### config.mk
export PLATFORM = sky130hd
export DESIGN_NAME = tqvp_hx2003_pulse_sequencer_flat
export DESIGN_NICKNAME = d
export VERILOG_FILES = /design/src/rtl/tqvp_hx2003_pulse_pkg.sv /design/src/rtl/tqvp_hx2003_pulse_if.sv /design/src/rtl/tqvp_hx2003_sym_fifo.sv /design/src/rtl/tqvp_hx2003_pulse_sequencer.sv /design/src/flat_wrapper.sv
export SDC_FILE = /design/constraint.sdc
export NUM_CORES = 1
export LEC_CHECK = 0
export CAP_MARGIN = 0
export CORE_MARGIN = 2
export CORE_UTILIZATION = 40
export DETAILED_ROUTE_END_ITERATION = 8
export GPL_ROUTABILITY_DRIVEN = 0
export MAX_ROUTING_LAYER = met4
export PLACE_DENSITY_LB_ADDON = 0.3
export SLEW_MARGIN = 20
export SYNTH_ARGS = -nofsm -noshare
export SYNTH_HDL_FRONTEND = slang
export SYNTH_SLANG_ARGS = --single-unit
### constraint.sdc
create_clock -name clk -period 3.35 [get_ports clk]
set_clock_uncertainty 0.05 [all_clocks]
set_input_delay 0.67 -clock clk [delete_from_list [all_inputs] [get_ports clk]]
set_output_delay 0.67 -clock clk [all_outputs]
set_load 0.02 [all_outputs]
### src/rtl/tqvp_hx2003_pulse_pkg.sv
//==============================================================================
// Module      : tqvp_hx2003_pulse_pkg
// Description : Shared constants for the pulse sequencer: FSM state encoding,
//               symbol level bit position and default sizing.
// Revision    : 1.0 - initial release
//==============================================================================
`default_nettype none

package tqvp_hx2003_pulse_pkg;

    localparam int DEFAULT_DEPTH = 8;
    localparam int DEFAULT_DUR_W = 15;

    // Level bit sits just above the duration field in a symbol word.
    localparam int SYM_LEVEL_BIT = DEFAULT_DUR_W;

    typedef logic [1:0] state_t;

    localparam logic [1:0] ST_IDLE = 2'd0;
    localparam logic [1:0] ST_LOAD = 2'd1;
    localparam logic [1:0] ST_RUN  = 2'd2;

endpackage

`default_nettype wire

### src/rtl/tqvp_hx2003_pulse_if.sv
//==============================================================================
// Module      : tqvp_hx2003_pulse_if
// Description : Register-side bus of the pulse sequencer.
//               master : TinyQV register block (pushes symbols, strobes)
//               slave  : sequencer (ready, status, interrupt)
//               Signals: sym_data/sym_valid/sym_ready, start, abort, irq_clr,
//                        busy, fifo_level, done_irq.
// Revision    : 1.0 - initial release
//==============================================================================
`default_nettype none

interface tqvp_hx2003_pulse_if #(
    parameter int DUR_W = 15,
    parameter int DEPTH = 8
);
    logic [DUR_W:0]         sym_data;
    logic                   sym_valid;
    logic                   sym_ready;
    logic                   start;
    logic                   abort;
    logic                   irq_clr;
    logic                   busy;
    logic [$clog2(DEPTH):0] fifo_level;
    logic                   done_irq;

    modport master (
        output sym_data, sym_valid, start, abort, irq_clr,
        input  sym_ready, busy, fifo_level, done_irq
    );

    modport slave (
        input  sym_data, sym_valid, start, abort, irq_clr,
        output sym_ready, busy, fifo_level, done_irq
    );
endinterface

`default_nettype wire

### src/rtl/tqvp_hx2003_sym_fifo.sv
//==============================================================================
// Module      : tqvp_hx2003_sym_fifo
// Description : Synchronous symbol FIFO, DEPTH x W, with flush.
//               Ports: clk, rst_n, push, pop, flush, wdata, rdata (head),
//                      full, empty, level (0..DEPTH).
// Revision    : 1.0 - initial release
//==============================================================================
`default_nettype none

module tqvp_hx2003_sym_fifo #(
    parameter int DEPTH = 8,
    parameter int W     = 16
) (
    input  wire logic                   clk,
    input  wire logic                   rst_n,
    input  wire logic                   push,
    input  wire logic                   pop,
    input  wire logic                   flush,
    input  wire logic [W-1:0]           wdata,
    output logic      [W-1:0]           rdata,
    output logic                        full,
    output logic                        empty,
    output logic      [$clog2(DEPTH):0] level
);
    localparam int AW = $clog2(DEPTH);

    logic [W-1:0]  r_mem [DEPTH];
    logic [AW-1:0] r_wptr;
    logic [AW-1:0] r_rptr;
    logic [AW:0]   r_level;
    logic          w_do_push;
    logic          w_do_pop;

    assign full      = (r_level == (AW+1)'(DEPTH));
    assign empty     = (r_level == '0);
    assign level     = r_level;
    assign rdata     = r_mem[r_rptr];
    assign w_do_push = push && !full && !flush;
    assign w_do_pop  = pop && !empty && !flush;

    // Storage carries no reset: the level counter alone defines validity.
    always_ff @(posedge clk) begin
        if (w_do_push) begin
            r_mem[r_wptr] <= wdata;
        end
    end

    always_ff @(posedge clk or negedge rst_n) begin
        if (!rst_n) begin
            r_wptr  <= '0;
            r_rptr  <= '0;
            r_level <= '0;
        end else if (flush) begin
            r_wptr  <= '0;
            r_rptr  <= '0;
            r_level <= '0;
        end else begin
            // Pointers wrap naturally since DEPTH is a power of two.
            if (w_do_push) r_wptr <= r_wptr + AW'(1);
            if (w_do_pop)  r_rptr <= r_rptr + AW'(1);
            if (w_do_push && !w_do_pop) begin
                r_level <= r_level + (AW+1)'(1);
            end else if (w_do_pop && !w_do_push) begin
                r_level <= r_level - (AW+1)'(1);
            end
        end
    end
endmodule

`default_nettype wire

### src/rtl/tqvp_hx2003_pulse_sequencer.sv
//==============================================================================
// Module      : tqvp_hx2003_pulse_sequencer
// Description : Buffers mark/space symbols and gates the carrier onto tx_out
//               for each symbol's duration in timebase ticks.
//               Ports: clk, rst_n, tick, carrier_in, tx_out, mark,
//                      bus (tqvp_hx2003_pulse_if.slave),
//                      prescale[7:0] when PULSE_SEQ_PRESCALE_EN is defined.
//               Macro PULSE_SEQ_PRESCALE_EN: tick prescaler, one effective
//               tick every prescale+1 input ticks, phase-aligned per symbol.
// Revision    : 1.0 - initial release
//==============================================================================
`default_nettype none

module tqvp_hx2003_pulse_sequencer
    import tqvp_hx2003_pulse_pkg::*;
#(
    parameter int DEPTH = DEFAULT_DEPTH,
    parameter int DUR_W = DEFAULT_DUR_W
) (
    input  wire logic       clk,
    input  wire logic       rst_n,
    input  wire logic       tick,
    input  wire logic       carrier_in,
`ifdef PULSE_SEQ_PRESCALE_EN
    input  wire logic [7:0] prescale,
`endif
    output logic            tx_out,
    output logic            mark,
    tqvp_hx2003_pulse_if.slave bus
);
    state_t             r_state;
    logic [DUR_W-1:0]   r_count;
    logic               r_mark;
    logic               r_irq;

    logic [DUR_W:0]     w_head;
    logic               w_full;
    logic               w_empty;
    logic               w_push;
    logic               w_pop;
    logic               w_eff_tick;
    logic               w_sym_end;
    logic [DUR_W-1:0]   w_head_cnt;

    assign bus.sym_ready = !w_full && !bus.abort;
    assign w_push        = bus.sym_valid && bus.sym_ready;
    assign w_sym_end     = (r_state == ST_RUN) && w_eff_tick && (r_count == DUR_W'(1));
    assign w_pop         = (r_state == ST_LOAD) || (w_sym_end && !w_empty);
    // Zero duration is stretched to one tick.
    assign w_head_cnt    = (w_head[DUR_W-1:0] == '0) ? DUR_W'(1) : w_head[DUR_W-1:0];

    assign mark          = r_mark;
    assign tx_out        = r_mark & carrier_in;
    assign bus.busy      = (r_state != ST_IDLE);
    assign bus.done_irq  = r_irq;

`ifdef PULSE_SEQ_PRESCALE_EN
    logic [7:0] r_pre;

    assign w_eff_tick = tick && (r_pre == 8'd0);

    // Reloading on LOAD and on every effective tick (which includes every
    // symbol transition) keeps each symbol phase-aligned to its own start.
    always_ff @(posedge clk or negedge rst_n) begin
        if (!rst_n) begin
            r_pre <= 8'd0;
        end else if (r_state == ST_LOAD) begin
            r_pre <= prescale;
        end else if (tick) begin
            r_pre <= (r_pre == 8'd0) ? prescale : r_pre - 8'd1;
        end
    end
`else
    assign w_eff_tick = tick;
`endif

    tqvp_hx2003_sym_fifo #(
        .DEPTH (DEPTH),
        .W     (DUR_W + 1)
    ) u_fifo (
        .clk   (clk),
        .rst_n (rst_n),
        .push  (w_push),
        .pop   (w_pop),
        .flush (bus.abort),
        .wdata (bus.sym_data),
        .rdata (w_head),
        .full  (w_full),
        .empty (w_empty),
        .level (bus.fifo_level)
    );

    always_ff @(posedge clk or negedge rst_n) begin
        if (!rst_n) begin
            r_state <= ST_IDLE;
            r_count <= '0;
            r_mark  <= 1'b0;
        end else if (bus.abort) begin
            r_state <= ST_IDLE;
            r_mark  <= 1'b0;
        end else begin
            case (r_state)
                ST_IDLE: begin
                    if (bus.start && !w_empty) r_state <= ST_LOAD;
                end
                ST_LOAD: begin
                    r_count <= w_head_cnt;
                    r_mark  <= w_head[DUR_W];
                    r_state <= ST_RUN;
                end
                ST_RUN: begin
                    if (w_sym_end) begin
                        if (!w_empty) begin
                            r_count <= w_head_cnt;
                            r_mark  <= w_head[DUR_W];
                        end else begin
                            r_state <= ST_IDLE;
                            r_mark  <= 1'b0;
                        end
                    end else if (w_eff_tick) begin
                        r_count <= r_count - DUR_W'(1);
                    end
                end
                default: begin
                    r_state <= ST_IDLE;
                    r_mark  <= 1'b0;
                end
            endcase
        end
    end

    // Completion beats a simultaneous clear; abort leaves the flag alone.
    always_ff @(posedge clk or negedge rst_n) begin
        if (!rst_n) begin
            r_irq <= 1'b0;
        end else if (w_sym_end && w_empty && !bus.abort) begin
            r_irq <= 1'b1;
        end else if (bus.irq_clr) begin
            r_irq <= 1'b0;
        end
    end
endmodule

`default_nettype wire

### src/flat_wrapper.sv
// flat-port wrapper written by rule: the top's interface ports become plain ports
module tqvp_hx2003_pulse_sequencer_flat import tqvp_hx2003_pulse_pkg::*;
#(
    parameter int DEPTH = DEFAULT_DEPTH,
    parameter int DUR_W = DEFAULT_DUR_W
)
  (clk, rst_n, tick, carrier_in, tx_out, mark, bus_sym_data, bus_sym_valid, bus_start, bus_abort, bus_irq_clr, bus_sym_ready, bus_busy, bus_fifo_level, bus_done_irq);
  tqvp_hx2003_pulse_if #(.DUR_W(DUR_W), .DEPTH(DEPTH)) bus_i ();
  input  wire logic clk;
  input  wire logic rst_n;
  input  wire logic tick;
  input  wire logic carrier_in;
  output logic tx_out;
  output logic mark;
  input wire logic [$bits(bus_i.sym_data)-1:0] bus_sym_data;
  input wire logic [$bits(bus_i.sym_valid)-1:0] bus_sym_valid;
  input wire logic [$bits(bus_i.start)-1:0] bus_start;
  input wire logic [$bits(bus_i.abort)-1:0] bus_abort;
  input wire logic [$bits(bus_i.irq_clr)-1:0] bus_irq_clr;
  output wire logic [$bits(bus_i.sym_ready)-1:0] bus_sym_ready;
  output wire logic [$bits(bus_i.busy)-1:0] bus_busy;
  output wire logic [$bits(bus_i.fifo_level)-1:0] bus_fifo_level;
  output wire logic [$bits(bus_i.done_irq)-1:0] bus_done_irq;
  assign bus_i.sym_data = bus_sym_data;
  assign bus_i.sym_valid = bus_sym_valid;
  assign bus_i.start = bus_start;
  assign bus_i.abort = bus_abort;
  assign bus_i.irq_clr = bus_irq_clr;
  assign bus_sym_ready = bus_i.sym_ready;
  assign bus_busy = bus_i.busy;
  assign bus_fifo_level = bus_i.fifo_level;
  assign bus_done_irq = bus_i.done_irq;
  tqvp_hx2003_pulse_sequencer #(.DEPTH(DEPTH), .DUR_W(DUR_W)) u_core (.clk(clk), .rst_n(rst_n), .tick(tick), .carrier_in(carrier_in), .tx_out(tx_out), .mark(mark), .bus(bus_i));
endmodule
==> run summary, run 1 <==
TritonCTS built the clock tree. In this design, the stage delay of the slowest critical-path cell is 660 ps. The number of distinct library cell variants in the gate-level netlist after synthesis is 58, and the final routed wire length divided by cell count is 19.6 um. The tools report the clock latency on the worst-skew pair as 410 ps.

The number of diodes was 0; the number of enable flip-flop cells after synthesis was 128. Once detail routing completed, the nets flagged for antenna violations numbered 0. Registers take 4570 um2. Of all nets on the critical path, the largest fanout is 8. The worst setup path is captured at a register. The logs give 259 for the number of DRC violations after detailed-routing iteration 0 and 3842 for the total number of vias. The analysis attributes to cell leakage a power of 2.75 nW. Of all flip-flops after synthesis, the portion carrying an async set or reset was 18.5%. The run gives 6850 um2 as the synthesized area. Traced cell by cell, the critical path runs through or4_1 -> nor4_4 -> o21ai_4 -> nand2_1 -> ha_1 -> a21o_1 -> a21oi_1 -> o2111a_1 -> a21oi_1 -> o31ai_1. The most used flip-flop cell after synthesis is edfxtp_1. The most repeated library cell on the critical path was a21oi_1.

The tool flagged a number of max-cap violations equal to 0. The number of H-tree levels was 4. The total of hold buffers inserted after clock tree synthesis came out at 0. The kind of cell with the highest combined delay along the critical path is simple AND/OR/NAND/NOR gates.

The total CTS buffers was 17. The cell sitting at the root of the clock tree is a clkbuf_16. In this run the core area contains 47 standard-cell rows. The tightest min-delay check is of the reg -> reg type. In the layout the commonest cells are edfxtp_1 (128), mux4_2 (32), clkdlybuf4s50_1 (32). The via count of the first global-routing pass is 3938. Hold violation count in the final report: 0.

In the detailed route, the total length drawn on met2 is 6850 um. The post-CTS setup repair buffer count was 0. Clock period minus worst slack: 2980 ps. Die outline area: 18200 um2.

The clock passes through at most 2 buffers. The highest clock frequency the design can meet was 335 MHz. A synthesized cell averages 16.2 um2.

Global routing consumed, over all layers together, 16.8% of the routing resources. The tools report the routed wire length as 13800 um. The wire-length estimate of the detail-placed layout is 8550 um. For the pin with the worst max-slew slack, the measured transition is 815 ps.

The critical path is of the reg -> reg type. The tools report the met3 wirelength from detailed routing as 429 um. The final routed DRC violation total is 0, and the area growth from synthesis to layout is 18.7%. The number of antenna violations at the first check in global routing was 0; the required time at the endpoint of the critical path was 3610 ps. The layout cell share with drive strength beyond 1 is 23.4%. For the count of placed standard cells including taps, the log shows 673. Dividing total power by cell area gives a power density of 693 nW/um2. Of the synthesized area, sequential elements account for 66.7%. For this design the top-level I/O count stands at 33.

The wire length of the first global-routing pass is 22000 um, and the core region area is 16600 um2. The number of buffers and inverters on the critical path is 0. The run gives 0 as the number of max-slew violations in the final report. The count of cells resized by post-cts repair was 0. Summing internal, switching and leakage power gives 5.63 mW. Leaving out fill and tap cells, the most frequent cell in the layout is edfxtp_1.

The run gives 465 ps as the worst slack on hold paths. The post-synthesis instance total was 423. The slowest stage of the critical path belongs to the cell or4_1.

The multi-input gate area in the final layout was 2200 um2; the horizontal extent of the die was 135 um. The number of nets handed over by synthesis was 458. Entering global routing, the biggest net connects 32 pins.

The fraction of the cycle the final worst path needs was 89.1%. After clock tree synthesis, the clock-pin slew on the worst setup and hold paths is 60 ps. The tools report the sort of element at the start of the critical path as a register. The run gives 3250 ps as the arrival time at the worst endpoint.

Dividing the detail-routed via count by the number of cells gives 5.47. The accumulated negative setup slack is 0 ps. The length of the first detailed-routing pass in iterations came out at 5. Setup repair after global routing left no endpoint under its margin. Counting the fill cells in the layout gives 1372. The final instance count without filler cells came out at 703. The synthesis-stage register bit count works out to 157.

Final setup violation count: 0. Across the VDD grid, the largest voltage drop is 0.000496 V. The topmost layer with routed signal wires is met4.

CTS saw 157 sinks. At the end of the flow, the number of nets in the layout was 507. The run finished with clean final reports. For this block, wires on met1 add up to 6370 um. The floorplan step set the die height to 135 um. The initial utilization of the core area, before any placement, comes to 41.2%. The Yosys warning count is 0, and the count of input and output buffers is 32.

Global routing finished with a remaining overflow of 0. Measured against its own limit, the worst slew margin works out to 45.5%.
-- power breakdown --
group / internal, mW / total, mW / leakage [nW] / switching (mW)
clock: 1.09 / 1.86 / 0.276 / 0.769
sequential: 2.28 / 2.49 / 1.53 / 0.203
combinational: 0.582 / 1.29 / 0.942 / 0.704
-- sequential cells by signal, indices dropped and copies added, names as in the netlist --
signal and cells:
u_core.u_fifo.r_rptr 3, u_core.r_count 15, u_core.u_fifo.r_mem 128, u_core.u_fifo.r_wptr 3
u_core.bus.done_irq 1, u_core.u_fifo.level 4, u_core.r_state 2, u_core.mark 1
-- metrics by stage --
stage | util (%) | area, um2 | setup slack (ps)
after detailed placement | 45.5 | 7570 | 251
after global placement | 45.5 | 7570 | 296
final | 48.9 | 8130 | 365
after floorplan | - | 6860 | 81.6
after global routing | 48.9 | 8130 | 207
after CTS | 48.9 | 8130 | 370
-- cells by family after synthesis --
logic type	Yosys count	share of synthesized area, %
adders and majority gates	11	2.12
xor gates and xnor gates	4	0.512
muxes	53	14.0
and+or+nand+nor	90	7.23
DFF	157	66.7
buffers and inverters	34	2.21
AOI/OAI and AO/OA	74	7.25
-- Yosys cell counts (2+ instances only) --
library cell  count  share of area, %
a211oi_1          2              0.22
a21o_1            5              0.55
a21oi_1          22               1.6
a22o_1            3              0.38
a31oi_1           2              0.18
and2_1            2              0.18
buf_1             4              0.22
buf_2             7              0.51
buf_6             2              0.33
clkbuf_1          9              0.49
dfrtp_1          29                11
edfxtp_1        128                56
ha_1             10               1.8
inv_1            12              0.66
mux2_1            4              0.66
mux2_2           13               2.1
mux2i_1           3              0.44
mux4_2           32                11
nand2_1          21               1.2
nand2b_1          3              0.27
nand3_1           3              0.22
nand3b_1          2              0.22
nor2_1           19               1.0
nor2b_1           2              0.18
nor3_1           10              0.73
nor3b_1           5              0.55
nor4_1           11               1.0
nor4b_1           3              0.38
o21a_1            2              0.22
o21ai_0          11              0.80
o21ai_1           9              0.66
o31ai_1           2              0.22
o41ai_1           2              0.26
or4_1             2              0.22
or4_4             2              0.33
xnor2_1           2              0.26
xor2_1            2              0.26
-- worst reg2reg max path: stages (launching register included) --
cell and delay [ps]:
dfrtp_1 450, or4_1 660, nor4_4 330, o21ai_4 120
nand2_1 140, ha_1 240, a21o_1 170, a21oi_1 220
o2111a_1 250, a21oi_1 50, o31ai_1 210
-- metal layers --
metal,global-route usage [%],vias to the layer above
met5,-,-
met4,4.39,0
met3,3.98,12
met2,26.6,72
met1,22.1,1984
li1,-,1774
-- path summary, 6_finish.rpt --
kind | depth (start not counted) | end | start | slack, ps
worst max-delay path | 10 | u_core.u_fifo.level[3]$_DFFE_PN0P_ | u_core.r_count[8]$_DFFE_PN0P_ | 370
worst min-delay path | 1 | u_core.mark$_DFFE_PN0P_ | u_core.mark$_DFFE_PN0P_ | 460
worst max register to register | 10 | u_core.u_fifo.level[3]$_DFFE_PN0P_ | u_core.r_count[8]$_DFFE_PN0P_ | 370
worst min register to register | 1 | u_core.mark$_DFFE_PN0P_ | u_core.mark$_DFFE_PN0P_ | 460
max in group asynchronous | 2 | u_core.r_count[2]$_DFFE_PN0P_ | rst_n | 1870
min in group asynchronous | 1 | u_core.u_fifo.level[2]$_DFFE_PN0P_ | rst_n | 680
-- area by class of cell --
cell class | instances | area share, %
Tap cell | 220 | 3.38
Clock buffer | 17 | 5.23
Multi-Input combinational cell | 232 | 27.0
Timing Repair Buffer | 52 | 5.94
Sequential cell | 157 | 56.2
Clock inverter | 13 | 1.69
Inverter | 12 | 0.554
No activity file was read; power rests on OpenSTA's default activity.
==> inputs of run 2 (changes only) <==
Settings changed: HOLD_SLACK_MARGIN set to 0.1.
==> results of run 2 <==
No change in the layout: final DEF, timing and power equal those of run 1.
==> inputs of run 3 (changes only) <==
Settings changed: CORE_ASPECT_RATIO set to 0.9.
==> run 3 against run 2 <==
Routed wire length is 1.8% higher. Via count grew 2.0%. Global-route usage up 0.25 points.
==> run summary, run 3 (synthesis results as in run 1) <==
The internal power of the cells totals 3.99 mW. Type of the setup path with the least slack: reg -> reg. The number of diodes was 0; the number of H-tree levels was 4. The run gives 17.1% as the combined global-route utilization of all metal layers.

The clock drives 157 sinks. Leaving out fill and tap cells, the most frequent cell in the layout is edfxtp_1. Once placement finished, the instance area stood at 7550 um2. Setup violations remaining at the end of the flow were counted as 0. In this design, the stage delay of the slowest critical-path cell is 650 ps. In this run the most critical hold path is launched from u_core.mark$_DFFE_PN0P_. TritonCTS built the clock tree. Worst slack on hold paths: 459 ps. In this run the worst hold path is classified as reg -> reg. The clock period minus worst slack works out to 2970 ps.

Hold repair after CTS inserted 0 buffers. The most repeated library cell on the critical path was a21oi_1. In the final layout, flip-flops and latches occupy 4570 um2. The register with the most flip-flops was u_core.u_fifo.r_mem. At the worst endpoint, the required time is 3620 ps. The I/O pin total is 33, and the count of cells resized by post-cts repair is 0.

For the via count of the first global-routing pass, the log shows 4020. Dividing the detail-routed via count by the number of cells gives 5.64. The total CTS buffers is 17.

STA puts the critical path data arrival time at 3240 ps. The logs give 5 for the length of the first detailed-routing pass in iterations and 0 for the total global routing overflow. Fill cells in the final layout number 1381. Wires add up to 14100 um.

The highest ir drop seen on vdd is 0.000332 V, and the layout cell share with drive strength beyond 1 is 24.0%. The tools report the number of antenna violations at the first check in global routing as 0. Derived from the worst setup path, the maximum achievable clock frequency is 337 MHz.

The cell family with the largest share of critical-path delay is simple AND/OR/NAND/NOR gates. Along the worst path, the maximum fanout reaches 8. The slowest stage of the critical path belongs to the cell or4_1.

In this run, the number of DRC markers left after iteration 0 of detailed routing was 316. In this run the power density over the cells is 705 nW/um2. Once detail routing completed, the nets flagged for antenna violations numbered 0.

The normalized max-slew margin came out at 48.8%. For the worst-skew pair, the clock arrives at the later sink with an insertion delay of 420 ps. The die is 142 um wide. The number of buffers and inverters on the critical path came out at 0. STA classifies the critical path endpoint as a register. After clock tree synthesis, the clock-pin slew on the worst setup and hold paths is 70 ps. Detailed placement finished with a half-perimeter wire length of 8540 um. For the total number of vias, the log shows 3920. The count of input and output buffers works out to 32. The switching power was 1.77 mW. Per report_power, the clock group accounts for 34.6% of the total. The critical path starts at u_core.r_count[8]$_DFFE_PN0P_. In this run the register-to-register setup slack is 380 ps. The final routed DRC violation total is 0, and the post-layout worst setup margin is 384 ps. The tools report the count of nets after finishing as 506.

The signal on the critical path passes through or4_1 -> nor4_4 -> o21ai_4 -> nand2_1 -> ha_1 -> a21o_1 -> a21oi_1 -> o2111a_1 -> a21oi_1 -> o31ai_1. In this run the standard cell core region covers 16800 um2. The maximum count of clock buffers along a single path was 2; the accumulated negative setup slack was 0 ps.

The area growth from synthesis to layout works out to 19.4%. The tools report the launch point of the worst reg-to-reg path as u_core.r_count[8]$_DFFE_PN0P_. The number of cells on the worst reg-to-reg path is 10. The tools report the number of max-slew violations in the final report as 0. The first global-routing pass estimated 22300 um of wire. The worst-margin pin slew works out to 762 ps. The sort of element at the start of the critical path is a register.

The cell chosen for the clock root was clkbuf_16. The logs give 22.0% for the relative contribution of combinational cells to total power and 0 for the max-cap violation count. The run finished with clean final reports.

The maximum number of pins on one net before global-route repair was 32. In the finished design, the share of the clock period the worst path needs comes to 88.6%. The number of cells traversed by the worst hold path is 1. For hold timing, the worst endpoint is u_core.mark$_DFFE_PN0P_.

Summing all multi-input logic gate instances after layout gives 2200 um2. For the leakage power of the design, the log shows 2.76 nW. In this run the critical register-to-register path is captured at u_core.u_fifo.level[3]$_DFFE_PN0P_.

The die span in y is 128 um. The floorplan step defined a die boundary enclosing 18200 um2. The library cells used most frequently in the layout, excluding fill and tap cells, are edfxtp_1 (128), mux4_2 (32), clkdlybuf4s50_1 (32). Prior to clock tree synthesis, the placed netlist has a worst setup slack of 205 ps. The run gives 43.4% as the register share of total power.

Setup repair after global routing left no endpoint under its margin. Switching fraction of total power: 30.7%. The initialized floorplan defines 45 standard-cell rows. The tools report the hold violation count in the final report as 0. The register with the most flip-flops in the layout has 128 of them. The logs give 8180 um2 for the design area and 40.7% for the initial standard-cell utilization of the core. After detailed routing, the average wire length per cell comes to 20.2 um. Buffers added to address setup during post-CTS repair amount to 0.
-- run 3: layer usage --
metal | up-vias | part of all wire (%) | track usage, %
met1 | 2030 | 46 | 22.8
met2 | 99 | 47 | 26.4
met4 | 0 | 0.85 | 5.18
met5 | - | 0 | -
li1 | 1778 | - | -
met3 | 13 | 5.6 | 3.81
-- run 3: through the flow --
stage / util (%) / total power [mW] / cells
after floorplan: - / 3.39 / 423
after global placement: 44.9 / 3.76 / 663
after detailed placement: 44.9 / 3.81 / 663
after CTS: 48.6 / 5.82 / 695
after global routing: 48.6 / 6.04 / 695
final: 48.6 / 5.76 / 695
-- run 3: how the worst max path moves through the flow --
stage	cells after the start	to	slack (ps)
finish	10	u_core.u_fifo.level[3]$_DFFE_PN0P_	380
global route	10	u_core.u_fifo.level[3]$_DFFE_PN0P_	210
CTS	10	u_core.u_fifo.level[3]$_DFFE_PN0P_	380
detailed placement	11	u_core.u_fifo.level[3]$_DFFE_PN0P_	200
global placement	11	u_core.u_fifo.level[3]$_DFFE_PN0P_	290
floorplan	4	u_core.u_fifo.r_mem[0][0]$_DFFE_PP_	80
-- run 3: final cells by class --
type	count	area share (%)
Timing Repair Buffer	51	5.81
Clock buffer	17	5.20
Tap cell	211	3.23
Multi-Input combinational cell	232	26.8
Sequential cell	157	55.9
Clock inverter	15	2.48
Inverter	12	0.551
-- run 3: power by group through the flow --
| stage | clock network, mW | registers, mW | logic, mW |
|---|---|---|---|
| global route | 2.11 | 2.53 | 1.40 |
| finish | 2.00 | 2.50 | 1.27 |
| CTS | 2.04 | 2.50 | 1.27 |
| detailed placement | 0 | 2.54 | 1.26 |
| global placement | 0 | 2.52 | 1.23 |
| floorplan | 0 | 2.48 | 0.907 |
